<file path="src/rtl/case_convert_stream_if.sv">
// case_convert_stream_if: byte-lane stream handshake (upstream in_*, downstream out_*) for case_convert_stream
interface case_convert_stream_if #(
   parameter int LANES = 4
);
   logic               in_valid, in_ready, in_last;
   logic [8*LANES-1:0] in_data;
   logic [LANES-1:0]   in_keep;
   logic               out_valid, out_ready, out_last;
   logic [8*LANES-1:0] out_data;
   logic [LANES-1:0]   out_keep;
   modport master (
      output in_valid, in_data, in_keep, in_last, out_ready,
      input  in_ready, out_valid, out_data, out_keep, out_last
   );
   modport slave (
      input  in_valid, in_data, in_keep, in_last, out_ready,
      output in_ready, out_valid, out_data, out_keep, out_last
   );
endinterface

</file>
<file path="src/rtl/case_convert_stream.sv">
// case_convert_stream: single-register ASCII case converter on a byte-lane stream with a saturating changed-character counter
module case_convert_stream #(
   parameter int LANES = 4,
   parameter int CNT_W = 16
) (
   input  logic                 clk,
   input  logic                 rst_n,
   input  logic [1:0]           mode,
   input  logic                 cnt_clr,
   output logic [CNT_W-1:0]     conv_cnt,
   case_convert_stream_if.slave s
);
   logic [8*LANES-1:0] conv;
   logic [LANES-1:0]   lo, up, flip;
   logic [CNT_W:0]     sum;
   logic               accept;
   assign s.in_ready = !s.out_valid | s.out_ready;
   assign accept = s.in_valid & s.in_ready;
   always_comb begin
      conv = s.in_data;
      lo = '0;
      up = '0;
      flip = '0;
      sum = {1'b0, conv_cnt};
      for (int i = 0; i < LANES; i++) begin
         lo[i] = s.in_data[8*i +: 8] >= 8'h61 && s.in_data[8*i +: 8] <= 8'h7a;
         up[i] = s.in_data[8*i +: 8] >= 8'h41 && s.in_data[8*i +: 8] <= 8'h5a;
         flip[i] = s.in_keep[i] & (mode == 2'b01 ? lo[i] : mode == 2'b10 ? up[i] : mode == 2'b11 ? lo[i] | up[i] : 1'b0);
         conv[8*i+5] = s.in_data[8*i+5] ^ flip[i];
         sum = sum + {{CNT_W{1'b0}}, flip[i]};
      end
   end
   always_ff @(posedge clk) begin
      if (!rst_n) begin
         s.out_valid <= 1'b0;
         s.out_data <= '0;
         s.out_keep <= '0;
         s.out_last <= 1'b0;
         conv_cnt <= '0;
      end else begin
         if (s.in_ready) s.out_valid <= s.in_valid;
         if (accept) begin
            s.out_data <= conv;
            s.out_keep <= s.in_keep;
            s.out_last <= s.in_last;
         end
         conv_cnt <= cnt_clr ? '0 : !accept ? conv_cnt : sum[CNT_W] ? '1 : sum[CNT_W-1:0];
      end
   end
endmodule
</file>
<file path="src/flat_wrapper.sv">
// flat-port wrapper written by rule: the top's interface ports become plain ports
module case_convert_stream_flat 
#(
   parameter int LANES = 4,
   parameter int CNT_W = 16
)
  (clk, rst_n, mode, cnt_clr, conv_cnt, s_in_valid, s_in_data, s_in_keep, s_in_last, s_out_ready, s_in_ready, s_out_valid, s_out_data, s_out_keep, s_out_last);
  case_convert_stream_if #(.LANES(LANES)) s_i ();
  input  logic clk;
  input  logic rst_n;
  input  logic [1:0] mode;
  input  logic cnt_clr;
  output logic [CNT_W-1:0] conv_cnt;
  input wire logic [$bits(s_i.in_valid)-1:0] s_in_valid;
  input wire logic [$bits(s_i.in_data)-1:0] s_in_data;
  input wire logic [$bits(s_i.in_keep)-1:0] s_in_keep;
  input wire logic [$bits(s_i.in_last)-1:0] s_in_last;
  input wire logic [$bits(s_i.out_ready)-1:0] s_out_ready;
  output wire logic [$bits(s_i.in_ready)-1:0] s_in_ready;
  output wire logic [$bits(s_i.out_valid)-1:0] s_out_valid;
  output wire logic [$bits(s_i.out_data)-1:0] s_out_data;
  output wire logic [$bits(s_i.out_keep)-1:0] s_out_keep;
  output wire logic [$bits(s_i.out_last)-1:0] s_out_last;
  assign s_i.in_valid = s_in_valid;
  assign s_i.in_data = s_in_data;
  assign s_i.in_keep = s_in_keep;
  assign s_i.in_last = s_in_last;
  assign s_i.out_ready = s_out_ready;
  assign s_in_ready = s_i.in_ready;
  assign s_out_valid = s_i.out_valid;
  assign s_out_data = s_i.out_data;
  assign s_out_keep = s_i.out_keep;
  assign s_out_last = s_i.out_last;
  case_convert_stream #(.LANES(LANES), .CNT_W(CNT_W)) u_core (.clk(clk), .rst_n(rst_n), .mode(mode), .cnt_clr(cnt_clr), .conv_cnt(conv_cnt), .s(s_i));
endmodule
</file>
<file path="config.mk">
export PLATFORM = sky130hd
export DESIGN_NAME = case_convert_stream_flat
export DESIGN_NICKNAME = d
export VERILOG_FILES = /design/src/rtl/case_convert_stream_if.sv /design/src/rtl/case_convert_stream.sv /design/src/flat_wrapper.sv
export SDC_FILE = /design/constraint.sdc
export NUM_CORES = 1
export LEC_CHECK = 0
export ABC_CLOCK_PERIOD_IN_PS = 7950
export CAP_MARGIN = 20
export CORE_MARGIN = 2
export CORE_UTILIZATION = 47
export CTS_BUF_LIST = sky130_fd_sc_hd__clkbuf_16
export DETAILED_ROUTE_END_ITERATION = 10
export GPL_TIMING_DRIVEN = 0
export PLACE_DENSITY = 0.85
export SYNTH_ARGS = -nofsm -noshare
export SYNTH_HDL_FRONTEND = slang
export SYNTH_SLANG_ARGS = --single-unit
</file>
<file path="constraint.sdc">
create_clock -name clk -period 7.95 [get_ports clk]
set_clock_uncertainty 0.05 [all_clocks]
set_input_delay 1.59 -clock clk [delete_from_list [all_inputs] [get_ports clk]]
set_output_delay 1.59 -clock clk [all_outputs]
set_load 0.01 [all_outputs]
</file>
Word level (Yosys, flattened, before mapping)
Index checks and enable logic that the tools add are counted.
{ "totals": {"register_bits": 54, "latchBits": 0, "mem_bits_rw": 0, "mem_bits_ro": 0, "in_bits": 44, "output_inout_bits": 55, "wordCells": 66, "n_memories": 0} }
{ "classes": {"add_sub_neg": 4, "multipliers": 0, "div": 0, "n_lt_le_gt_ge": 16, "eq_ne": 3, "shifts": 0, "mux": 13, "bitwise": 15, "reduce_logical": 10} }
{ "ops": {"columns": ["cell", "n"], "rows": [
  ["8-bit by 7-bit >= comparator with 1-bit output, second input constant", 8],
  ["8-bit by 7-bit less-or-equal comparator with 1-bit output, second input constant", 8],
  ["17-bit by 1-bit adder with 17-bit output", 3],
  ["16-bit by 1-bit adder with 17-bit output", 1],
  ["16-bit two-way mux", 1],
  ["1-bit two-way mux", 12],
  ["1-bit logical AND", 8],
  ["1-bit bitwise AND", 5],
  ["1-bit OR", 5],
  ["2-bit equality test, second input constant", 2],
  ["1-bit bitwise XOR", 4],
  ["2-bit by 1-bit equality test with 1-bit output, second input constant", 1],
  ["2-bit OR reduction", 1],
  ["1-bit zero test", 1],
  ["1-bit NOT", 1]
]} }

Logic depth before layout (Yosys ltp)
Gate-level depths: netlist of run 1.
{ "logic_depth": {"ltp_word": 12, "mapped_depth": 11, "depth_no_buf": 11} }

Worst setup path after synthesis of run 1
Ideal clock, no wire load.
{ "synth_timing": {"path_kind": "input to register", "from": "input port s_in_data[5]", "to": "register u_core.conv_cnt[8]", "setup_time_ps": 74, "arrival_time_ps": 4082, "required_ps": 7826, "path_slack_ps": 3743, "cell_stages": 11, "n_path_buf": 0, "path_cell_list": "mux2i_1 a211oi_1 nand2_1 fa_1 fa_1 inv_1 fa_1 and2_1 nand4_1 or3_1 a31oi_1"} }
{ "synth_via": {"elab_chain_cells": 12, "word_cells_on_any_way": 16, "cone_classes": "add/sub: 4; order compare: 4; mux: 4; bitwise: 2; reduce/logical: 2"} }
{ "synth_lines": {"columns": ["element", "line_no", "source"], "rows": [
  ["start: declaration", "flat_wrapper.sv:15", "input wire logic [$bits(s_i.in_data)-1:0] s_in_data;"],
  ["8-bit by 7-bit >= comparator with 1-bit output, or another cell as far along", "case_convert_stream.sv:26", "lo[i] = s.in_data[8*i +: 8] >= 8'h61 && s.in_data[8*i +: 8] <= 8'h7a;"],
  ["1-bit logical AND, on equally long branches", "case_convert_stream.sv:26, case_convert_stream.sv:27", null],
  ["1-bit OR", "case_convert_stream.sv:28", "flip[i] = s.in_keep[i] & (mode == 2'b01 ? lo[i] : mode == 2'b10 ? up[i] : mode == 2'b11 ? lo[i] | up[i] : 1'b0 ..."],
  ["1-bit two-way mux (2 in a row)", "case_convert_stream.sv:28", null],
  ["1-bit two-way mux (*)", "case_convert_stream.sv:28", null],
  ["1-bit bitwise AND (*)", "case_convert_stream.sv:28", null],
  ["16-bit by 1-bit adder with 17-bit output (*)", "case_convert_stream.sv:30", "sum = sum + {{CNT_W{1'b0}}, flip[i]};"],
  ["17-bit by 1-bit adder with 17-bit output (*) (3 in a row)", "case_convert_stream.sv:30", null],
  ["16-bit two-way mux (*)", "case_convert_stream.sv:47", "conv_cnt <= cnt_clr ? '0 : !accept ? conv_cnt : sum[CNT_W] ? '1 : sum[CNT_W-1:0];"],
  ["end signal: assignment", "case_convert_stream.sv:47", null],
  ["end: declaration", "case_convert_stream.sv:10", "output logic [CNT_W-1:0] conv_cnt,"]
]} }
Mark *: on every way between the ends. The rest lies on a longest branch, timed or not.
A chain may end at the register's enable or synchronous reset.

Worst setup path in the final report of run 1
{ "layout_timing": {"from": "input port mode[0]", "to": "register u_core.conv_cnt[8]"} }
{ "layout_via": {"elab_chain_cells": 10, "word_cells_on_any_way": 24, "cone_classes": "add/sub: 4; eq/ne: 3; mux: 13; bitwise: 4"} }
{ "layout_lines": {"columns": ["element", "line_no", "source"], "rows": [
  ["start: declaration", "flat_wrapper.sv:11", "input logic [1:0] mode;"],
  ["2-bit equality test", "case_convert_stream.sv:28", null],
  ["1-bit two-way mux (3 in a row)", "case_convert_stream.sv:28", null],
  ["1-bit bitwise AND", "case_convert_stream.sv:28", null],
  ["16-bit by 1-bit adder with 17-bit output", "case_convert_stream.sv:30", null],
  ["17-bit by 1-bit adder with 17-bit output (2 in a row)", "case_convert_stream.sv:30", null],
  ["17-bit by 1-bit adder with 17-bit output (*)", "case_convert_stream.sv:30", null],
  ["16-bit two-way mux (*)", "case_convert_stream.sv:47", null]
]} }
Marks and branches as above.

==> metrics.md, run 1 <==
| Metric | Value |
|---|---|
| Status | `finished, final reports clean` |
| Post-Syn Nets | `364` |
| Initial Util | `47.8%` |
| Pwr dens | `159 mW/mm^2` |
| WHS Path Cells | `2` |
| RSZ-0062 raised after global routing | `false` |
| Post-route antenna net violation count | `0` |
| CTS buffer count | `5` |
| Fmax | `206 MHz` |
| Post-synthesis cell type count | `41` |
| Fin util | `70.3%` |
| Vias per Instance | `5.50` |
| Arr. time, crit path | `5030 ps` |
| Pin count of the biggest net entering global routing | `19` |
| Global-route wire length before repair | `12200 um` |
| EDFF count, synth | `0` |
| Gr usage total | `24.6%` |
| # diodes | `0` |
| Worst path required time | `8120 ps` |
| Max-slew violations | `0` |
| R2R Path End | `u_core.conv_cnt[8]` |
| Worst Hold Class | `reg -> reg` |
| Hold Worst Slack | `411 ps` |
| Num ports | `99` |
| DP HPWL | `5470 um` |
| Final Hold Viols | `0` |
| RR Startpoint | `u_core.conv_cnt[0]` |
| Ys async rst share | `0%` |
| H-tree depth | `2` |
| Worst-path cell chain | `clkdlybuf4s50_1 > mux2i_1 > a211oi_1 > nand2_1 > fa_1 > fa_1 > inv_1 > fa_1 > and2_1 > nand4_1 > or3_1 > a31oi_1` |
| Startpoint Class | `primary input` |
| PortBufs | `98` |
| Seq cells post-synth | `54` |
| Clock root buffer | `clkbuf_16` |
| Drt total wl | `7190 um` |
| Setup Crit Path Kind | `in -> reg` |
| Final min period | `4860 ps` |
| Post-Syn Instances | `316` |
| Syn. warnings | `0` |
| Initial antenna violation count | `0` |
| CTS Hold Bufs | `0` |
| Worst-path clk slew | `70 ps` |
| Final-report setup violation count | `0` |
| Prevailing post-synth register cell | `dfxtp_1` |
| Die area | `0.00614 sq mm` |
| Flop2flop setup slack | `5680 ps` |
| Least-Margin Pin Slew | `530 ps` |
| Initial drt markers | `145` |
| Slowest stage delay, CP | `550 ps` |
| Area growth syn-to-layout | `47.0%` |
| Die width | `78.4 um` |
| P_leak | `1.37 nW` |
| Worst path most repeated cell | `fa_1` |
| Std-Cell Rows | `27` |
| DR vias | `2715` |
| HP Start | `u_core.s.out_data[1]` |
| WL per Instance | `14.6 um` |
| Mapped Area | `0.00260 sq mm` |
| CP Max Fanout | `6` |
| CTS tree | `built` |
| Sequential fraction of the synthesis area | `41.6%` |
| Avg Cell Area, Syn | `8.23 sq um` |
| DRC violations left | `0` |
| Clock tree buffer depth | `2` |
| Vias in the first global route | `2589` |
| Pre-Repair DR Iteration Count | `5` |
| Core region area | `0.00544 sq mm` |
| Share of layout cells above drive strength 1 | `3.55%` |
| Setup tns final | `0 ps` |
| Register-to-Register Path Depth | `8` |
| Clk sinks | `54` |
| DIE HEIGHT | `78.4 um` |
| Slowest CP cell | `clkdlybuf4s50_1` |
| Max-Cap Viols | `0` |
| Final period util | `61.1%` |
| Gpl congestion | `0.855` |
| Gr ovfl total | `0` |
| PostCTS Resize Cnt | `0` |
| Slew headroom | `64.7%` |
| Worst vdd ir | `0.121 mV` |
| Post-CTS setup buffers | `0` |
| Crit. End Element | `flop` |
| Skew-Pair Late Insertion Delay | `290 ps` |
| NumNets Final | `469` |
| Hold endpoint | `u_core.s.out_data[1]` |
| CP startpoint | `mode[0]` |
==> placed cells by master (no fill, tap or decap), types with 2 or more instances in the layout <==
cell	count
dfxtp_1	54
a21o_1	4
clkbuf_16	5
or3_1	2
nor2_1	8
mux2i_1	4
fa_1	3
buf_2	3
nand2_1	82
inv_1	9
clkbuf_1	12
a21boi_0	34
nand3_1	16
a21oi_1	7
a31oi_1	7
a211oi_1	8
or4_1	3
o21ai_0	2
a211o_1	4
and2_1	3
and4_1	2
nand2b_1	2
nand4_1	8
o31ai_1	3
xnor2_1	2
and3_1	4
nor3_1	8
clkdlybuf4s50_1	98
nor2b_1	5
nand3b_1	4
==> routing by layer <==
metal	routed length, um	GRT usage (%)	vias up	share of wire, %
met1	3000	30.4	1284	42
met5	0	0	-	0
met4	116	7.02	0	1.6
met2	3540	42.2	90	49
li1	-	-	1330	-
met3	530	6.44	11	7.4
==> flip-flops by register name (all words and copies together), names as in the netlist <==
name	cells
u_core.conv_cnt	16
u_core.s.out_data	32
u_core.s.out_keep	4
u_core.s.out_last	1
u_core.s.out_valid	1
==> power breakdown <==
| group | internal (mW) | switching [mW] |
|---|---|---|
| registers | 0.282 | 0.00634 |
| logic | 0.0542 | 0.0457 |
| clock network | 0.119 | 0.102 |
| total | 0.455 | 0.154 |
==> Yosys cell counts (5+ instances only) <==
| master | n | area (sq um) |
|---|---|---|
| nor2b_1 | 5 | 31.3 |
| a211oi_1 | 8 | 60.1 |
| dfxtp_1 | 54 | 1080 |
| nor2_1 | 8 | 30.0 |
| nor3_1 | 8 | 40.0 |
| nand2_1 | 82 | 308 |
| nand4_1 | 8 | 50.1 |
| a31oi_1 | 7 | 43.8 |
| a21oi_1 | 7 | 35.0 |
| inv_1 | 9 | 33.8 |
| clkbuf_1 | 12 | 45.0 |
| nand3_1 | 16 | 80.1 |
| a21boi_0 | 34 | 255 |
==> worst max-delay path, delay by kind of cell <==
family                   cells  cell delay, ps
AO/OA/AOI/OAI                2             550
adder cells (fa/ha/maj)      3            1120
buffers and inverters        2             630
multiplexers                 1             100
AND/OR/NAND/NOR              4            1030
==> final cells by class <==
cell class	instances	area, sq um
buffer	16	63.8
clock buffer	5	125
clock inverter	3	25.0
fill	447	1620
inverter	9	33.8
multi-input combinational	237	1420
sequential	54	1080
tap	72	90.1
timing repair buffer	98	981
==> kinds of logic after synthesis <==
logic type      Yosys count  share of synthesized area [%]
simple gates            151                           27.7
compound gates           75                           21.7
flops                    54                           41.6
buf+inv                  25                           3.75
mux                       4                           1.54
fa+ha+maj                 4                           2.79
xor+xnor                  3                           1.01
==> metrics by stage <==
stage | std cells | cell area [sq um] | setup WS, ps | power [mW]
finish | 494 | 3820 | 3090 | 0.609
global placement | 486 | 3670 | 2890 | 0.393
global route | 494 | 3820 | 2870 | 0.632
CTS | 494 | 3820 | 3130 | 0.613
detailed placement | 486 | 3670 | 2820 | 0.395
floorplan | 316 | 2600 | 3740 | 0.334
==> worst max path at each step <==
| stage | slack (ps) | end |
|---|---|---|
| 4_1_cts | 3130 | u_core.conv_cnt[8] |
| 6_report | 3090 | u_core.conv_cnt[8] |
| 5_1_grt | 2870 | u_core.conv_cnt[8] |
| 3_5_place_dp | 2820 | u_core.conv_cnt[8] |
| 3_3_place_gp | 2890 | u_core.conv_cnt[8] |
| 2_1_floorplan | 3740 | u_core.conv_cnt[8] |
(Power assumes the default switching activity.)
==> run 2, diff against run 1 <==
--- a/config.mk
+++ b/config.mk
@@ -5,14 +5,14 @@
 export SDC_FILE = /design/constraint.sdc
 export NUM_CORES = 1
 export LEC_CHECK = 0
-export ABC_CLOCK_PERIOD_IN_PS = 7950
+export ABC_CLOCK_PERIOD_IN_PS = 4700
 export CAP_MARGIN = 20
 export CORE_MARGIN = 2
-export CORE_UTILIZATION = 47
+export CORE_UTILIZATION = 44
 export CTS_BUF_LIST = sky130_fd_sc_hd__clkbuf_16
 export DETAILED_ROUTE_END_ITERATION = 10
 export GPL_TIMING_DRIVEN = 0
-export PLACE_DENSITY = 0.85
+export PLACE_DENSITY = 0.8
 export SYNTH_ARGS = -nofsm -noshare
 export SYNTH_HDL_FRONTEND = slang
 export SYNTH_SLANG_ARGS = --single-unit
==> constraint.sdc (replaced) <==
create_clock -name clk -period 4.7 [get_ports clk]
set_clock_uncertainty 0.05 [all_clocks]
set_input_delay 0.94 -clock clk [delete_from_list [all_inputs] [get_ports clk]]
set_output_delay 0.94 -clock clk [all_outputs]
set_load 0.01 [all_outputs]
==> metrics.md, run 2 (synthesized netlist as in run 1, its figures left out) <==
| Metric | Value |
|---|---|
| Status | `finished, final reports clean` |
| H-tree depth | `2 (unchanged)` |
| Fmax | `235 MHz` |
| Initial Util | `46.4% (-1.4 points)` |
| Worst-path clk slew | `70 ps (about the same)` |
| PostCTS Resize Cnt | `0 (unchanged)` |
| Final-report setup violation count | `0 (unchanged)` |
| Biggest regs | `u_core.s.out_data (32), u_core.conv_cnt (16), u_core.s.out_keep (4)` |
| Max-Cap Viols | `0 (unchanged)` |
| Worst Hold Class | `reg -> reg` |
| Most frequent cells in the layout | `clkdlybuf4s50_1, nand2_1, dfxtp_1, a21boi_0, nand3_1` |
| Most common cell after layout, fill and taps aside | `clkdlybuf4s50_1` |
| Slowest CP cell | `clkdlybuf4s50_1` |
| Arr. time, crit path | `4430 ps (-600 ps)` |
| Clock share of power | `38.9% (+2.7 points)` |
| PortBufs | `98 (unchanged)` |
| Die width | `80.9 um (+3.2%)` |
| Switch Pwr | `256 uW (+66%)` |
| Vias in the first global route | `2625 (+1.4%)` |
| Combinational fraction of design power | `15.7% (-0.7 points)` |
| NumNets Final | `469 (unchanged)` |
| Vias per Instance | `5.50 (unchanged)` |
| Slew headroom | `67.2% (+2.5 points)` |
| Initial antenna violation count | `0 (unchanged)` |
| Max-slew violations | `0 (unchanged)` |
| Max reg flops | `32 (unchanged)` |
| Worst path most repeated cell | `fa_1` |
| Pre-Repair DR Iteration Count | `4 (-1)` |
| Clk sinks | `54 (unchanged)` |
| Core region area | `0.00561 sq mm (+3.1%)` |
| Buf+Inv Stages, Crit Path | `2 (unchanged)` |
| Crit-path leading delay family | `adder cells` |
| DP HPWL | `5520 um (+0.93%)` |
| Net Sw Frac | `23.8% (-1.5 points)` |
| Slowest stage delay, CP | `590 ps (+40 ps)` |
| RSZ-0062 raised after global routing | `false` |
| Final Hold Viols | `0 (unchanged)` |
| Post-route design area | `0.00384 sq mm (+0.39%)` |
| Worst-path cell chain | `clkdlybuf4s50_1 > mux2i_1 > a211oi_1 > nand2_1 > fa_1 > fa_1 > inv_1 > fa_1 > and2_1 > nand4_1 > or3_1 > a31oi_1` |
| DR vias | `2715 (unchanged)` |
| Internal | `819 uW (+80%)` |
| Pin count of the biggest net entering global routing | `17 (-2)` |
| Area growth syn-to-layout | `47.5%` |
| Post-route antenna net violation count | `0 (unchanged)` |
| Skew-Pair Late Insertion Delay | `290 ps (about the same)` |
| # diodes | `0 (unchanged)` |
| Final min period | `4260 ps` |
| Startpoint Class | `primary input` |
| CTS tree | `built` |
| Drt total wl | `7330 um (+1.9%)` |
| Final period util | `90.7%` |
| P_leak | `1.39 nW (+0.96%)` |
| Global-route wire length before repair | `11800 um (-3.8%)` |
| Std-Cell Rows | `27 (unchanged)` |
| Worst vdd ir | `0.228 mV (+87%)` |
| Clock tree buffer depth | `2 (unchanged)` |
| CTS buffer count | `5 (unchanged)` |
| Setup Crit Path Kind | `in -> reg` |
| Least-Margin Pin Slew | `492 ps (-37.8 ps)` |
| Flop2flop setup slack | `2420 ps (-3260 ps)` |
| CTS Hold Bufs | `0 (unchanged)` |
| Fillcell total | `492 (+10%)` |
| Die area | `0.00654 sq mm (+6.5%)` |
| Gr ovfl total | `0 (unchanged)` |
| Num ports | `99 (unchanged)` |
| Top reg by flops | `u_core.s.out_data` |
| Crit. End Element | `flop` |
| Worst path required time | `4870 ps (-3250 ps)` |
| Gr usage total | `23.0% (-1.6 points)` |
| Gpl congestion | `0.840 (-1.8%)` |
| Initial drt markers | `135 (-6.9%)` |
| DRC violations left | `0 (unchanged)` |
| CP Max Fanout | `6 (unchanged)` |
| Clock root buffer | `clkbuf_16` |
| DIE HEIGHT | `80.9 um (+3.2%)` |
| Setup tns final | `0 ps (unchanged)` |
| Pwr dens | `280 mW/mm^2 (+76%)` |
| Sequential share of power | `45.4% (-2.0 points)` |
| Post-CTS setup buffers | `0 (unchanged)` |
| WL per Instance | `14.8 um (+1.9%)` |
| Post-DP Area | `0.00367 sq mm (unchanged)` |
| Share of layout cells above drive strength 1 | `3.55% (unchanged)` |
-- run 2: changes by cell type in the layout (fill, tap and decap cells not counted), sizes merged --
cell / delta
bufinv: +1
clkinv: +1
clkinvlp: -1
inv: -1
-- run 2: area by class of cell --
cell class	instances	area (sq um)	area share, %
inverters	9	33.8	0.881
repair buffers	98	981	25.6
flip-flops and latches	54	1080	28.2
multi-input cells	237	1420	37.1
clock buffers	5	125	3.26
plain buffers	16	63.8	1.66
well taps	72	90.1	2.35
clock inverters	3	40.0	1.04
-- run 2: per-layer routing --
metal  vias to the layer above  global-route usage (%)  wire length (um)  part of all wire, %
met5                         -                       0                 0                    0
met4                         0                    9.49               130                  1.8
met3                        11                    6.67               589                  8.0
met2                        97                    37.9              3580                   49
met1                      1281                    28.0              3030                   41
li1                       1326                       -                 -                    -
-- run 2: per-stage QoR --
stage	setup slack, ps	power (mW)	hold WS [ps]	util, %	instances
2_1_floorplan	1140	0.564	438	-	316
3_3_place_gp	248	0.664	399	65.5	486
3_5_place_dp	134	0.668	408	65.5	486
4_1_cts	423	1.08	417	68.4	494
5_1_grt	156	1.12	431	68.4	494
6_report	438	1.07	412	68.4	494
-- run 2: path summary, 6_finish.rpt --
check | start | end | depth (start not counted)
min reg2reg | u_core.s.out_data[19] | u_core.s.out_data[19] | 2
max reg2reg | u_core.conv_cnt[0] | u_core.conv_cnt[8] | 8
max | mode[1] | u_core.conv_cnt[8] | 12
min | u_core.s.out_data[19] | u_core.s.out_data[19] | 2
-- run 2: worst min-delay path: stages, from the launching register on --
cell      delay [ps]
dfxtp_1          310
nand2_1           40
a21boi_0          60
-- run 2: power by group through the flow --
stage          logic (mW)  clock network (mW)  registers [mW]
6_report            0.169               0.418           0.488
5_1_grt             0.185               0.441           0.490
4_1_cts             0.170               0.420           0.488
3_5_place_dp        0.169                   0           0.498
3_3_place_gp        0.167                   0           0.498
2_1_floorplan      0.0567                   0           0.507
==> run 3, diff against run 2 <==
--- a/config.mk
+++ b/config.mk
@@ -7,12 +7,14 @@
 export LEC_CHECK = 0
 export ABC_CLOCK_PERIOD_IN_PS = 4700
 export CAP_MARGIN = 20
+export CELL_PAD_IN_SITES_DETAIL_PLACEMENT = 2
+export CELL_PAD_IN_SITES_GLOBAL_PLACEMENT = 2
 export CORE_MARGIN = 2
-export CORE_UTILIZATION = 44
+export CORE_UTILIZATION = 24
 export CTS_BUF_LIST = sky130_fd_sc_hd__clkbuf_16
 export DETAILED_ROUTE_END_ITERATION = 10
 export GPL_TIMING_DRIVEN = 0
-export PLACE_DENSITY = 0.8
+export PLACE_DENSITY = 0.79
 export SYNTH_ARGS = -nofsm -noshare
 export SYNTH_HDL_FRONTEND = slang
 export SYNTH_SLANG_ARGS = --single-unit
==> metrics.md, run 3 (synthesized netlist as in run 1, its figures left out) <==
| Metric | Value |
|---|---|
| Worst path most repeated cell | `fa_1` |
| Hold Worst Slack | `421 ps (+9.23 ps)` |
| DRC violations left | `0 (unchanged)` |
| Register-to-Register Path Depth | `8 (unchanged)` |
| RSZ-0062 raised after global routing | `false` |
| CTS Hold Bufs | `0 (unchanged)` |
| Post-route antenna net violation count | `0 (unchanged)` |
| Least-Margin Pin Slew | `536 ps (+44.0 ps)` |
| Worst path required time | `4860 ps (about the same)` |
| Num ports | `99 (unchanged)` |
| Final total power | `1.02 mW (-4.7%)` |
| PortBufs | `98 (unchanged)` |
| Max-Cap Viols | `0 (unchanged)` |
| Setup tns final | `0 ps (unchanged)` |
| Share of layout cells above drive strength 1 | `2.85% (-0.70 points)` |
| Area growth syn-to-layout | `49.6%` |
| Cell Count, Final, Fillers Out | `561 (+14%)` |
| Vias in the first global route | `3075 (+17%)` |
| Top reg by flops | `u_core.s.out_data` |
| Worst Hold Class | `reg -> reg` |
| Worst-path clk slew | `70 ps (about the same)` |
| Hold endpoint | `u_core.s.out_data[7]` |
| Slowest stage delay, CP | `560 ps (-30 ps)` |
| Initial antenna violation count | `0 (unchanged)` |
| R2R Path End | `u_core.conv_cnt[10]` |
| Final-report setup violation count | `0 (unchanged)` |
| HP Start | `u_core.s.out_data[7]` |
| Drt total wl | `9950 um (+36%)` |
| Arr. time, crit path | `4580 ps (+150 ps)` |
| CTS tree | `built` |
| CTS buffer count | `5 (unchanged)` |
| Gr usage total | `16.9% (-6.0 points)` |
| Initial drt markers | `73 (-46%)` |
| Post-CTS setup buffers | `0 (unchanged)` |
| Max-slew violations | `0 (unchanged)` |
| Vias per Instance | `4.94 (-10%)` |
| DP HPWL | `7860 um (+42%)` |
| PostCTS Resize Cnt | `0 (unchanged)` |
| Status | `finished, final reports clean` |
| NumNets Final | `469 (unchanged)` |
| Worst-path cell chain | `clkdlybuf4s50_1 > mux2i_1 > a211oi_1 > nand2_1 > fa_1 > fa_1 > inv_1 > fa_1 > and2_1 > nand4_1 > or3_1 > a31oi_1` |
| Final period util | `94.0% (+3.4 points)` |
| Final worst slack | `281 ps (-158 ps)` |
| Slowest CP cell | `clkdlybuf4s50_1` |
| Max reg flops | `32 (unchanged)` |
| Most common cell after layout, fill and taps aside | `clkdlybuf4s50_1` |
| Final min period | `4420 ps (+158 ps)` |
| Fillcell total | `1215 (+150%)` |
| Gr ovfl total | `0 (unchanged)` |
| DR vias | `2774 (+2.2%)` |
| Pwr dens | `263 mW/mm^2 (-6.0%)` |
| CP Max Fanout | `6 (unchanged)` |
| Gpl congestion | `0.748 (-11%)` |
| Global-route wire length before repair | `15600 um (+33%)` |
| Crit. End Element | `flop` |
| Final Hold Viols | `0 (unchanged)` |
| Most frequent cells in the layout | `clkdlybuf4s50_1, nand2_1, dfxtp_1, a21boi_0, nand3_1` |
| Pre-CTS WS | `-33.1 ps (-168 ps)` |
| Clk sinks | `54 (unchanged)` |
| DIE HEIGHT | `108 um (+34%)` |
| Pin count of the biggest net entering global routing | `15 (-2)` |
| Clock tree buffer depth | `2 (unchanged)` |
| Worst vdd ir | `0.149 mV (-34%)` |
| Std-Cell Rows | `38 (+41%)` |
| DP Cell Count | `554 (+14%)` |
| Clock root buffer | `clkbuf_16` |
| Core region area | `0.0107 sq mm (+91%)` |
| Initial Util | `24.3% (-22 points)` |
| Setup Crit Path Kind | `in -> reg` |
| Skew-Pair Late Insertion Delay | `290 ps (about the same)` |
| Pre-Repair DR Iteration Count | `4 (unchanged)` |
| H-tree depth | `2 (unchanged)` |
| # diodes | `0 (unchanged)` |
| Slew headroom | `64.2% (-2.9 points)` |
| Flop2flop setup slack | `2330 ps (-90 ps)` |
| WHS Path Cells | `2 (unchanged)` |
| Die width | `108 um (+34%)` |
| RR Startpoint | `u_core.conv_cnt[0]` |
| Die area | `0.0117 sq mm (+79%)` |
| Biggest regs | `u_core.s.out_data (32), u_core.conv_cnt (16), u_core.s.out_keep (4)` |
| WL per Instance | `17.7 um (+20%)` |
| Startpoint Class | `primary input` |
| Fmax | `226 MHz (-3.6%)` |
| P_leak | `1.38 nW (-0.81%)` |
## run 3: layout make-up
cell class                      instances  area (sq um)  area share (%)
Multi-Input combinational cell        237          1420            36.6
Sequential cell                        54          1080            27.8
Timing Repair Buffer                   98           981            25.2
Tap cell                              140           175            4.50
Clock buffer                            5           125            3.22
Buffer                                 16          63.8            1.64
Inverter                                9          33.8           0.869
Clock inverter                          2          7.51           0.193
## run 3: metal layers
layer | GRT usage (%) | share of wire (%) | vias up
li1 | - | - | 1320
met1 | 18.4 | 40 | 1380
met2 | 32.1 | 53 | 61
met3 | 4.76 | 5.4 | 13
met4 | 4.40 | 1.4 | 0
met5 | 0 | 0 | -
## run 3: through the flow
step / area (sq um) / utilization, %
floorplan: 2600 / -
global placement: 3760 / 35.1
detailed placement: 3760 / 35.1
CTS: 3890 / 36.4
global route: 3890 / 36.4
finish: 3890 / 36.4
## run 3: worst max-delay path by stage
stage / to / startpoint / depth (start not counted)
2_1_floorplan: u_core.conv_cnt[8] / s_in_data[5] / 11
3_3_place_gp: u_core.conv_cnt[8] / mode[0] / 12
3_5_place_dp: u_core.conv_cnt[10] / mode[0] / 12
4_1_cts: u_core.conv_cnt[10] / mode[0] / 12
5_1_grt: u_core.conv_cnt[10] / mode[0] / 12
6_report: u_core.conv_cnt[10] / mode[0] / 12
## run 3: critical path: cells and delay by family
family	cells	cell delay, ps
AO/OA/AOI/OAI	2	610
multiplexers	1	110
buffers and inverters	2	650
AND/OR/NAND/NOR	4	1100
adder cells (fa/ha/maj)	3	1150
## run 3: where the power goes
group | switching, mW | internal (mW)
combinational | 0.0842 | 0.0919
sequential | 0.0113 | 0.478
clock | 0.168 | 0.192
total | 0.264 | 0.761
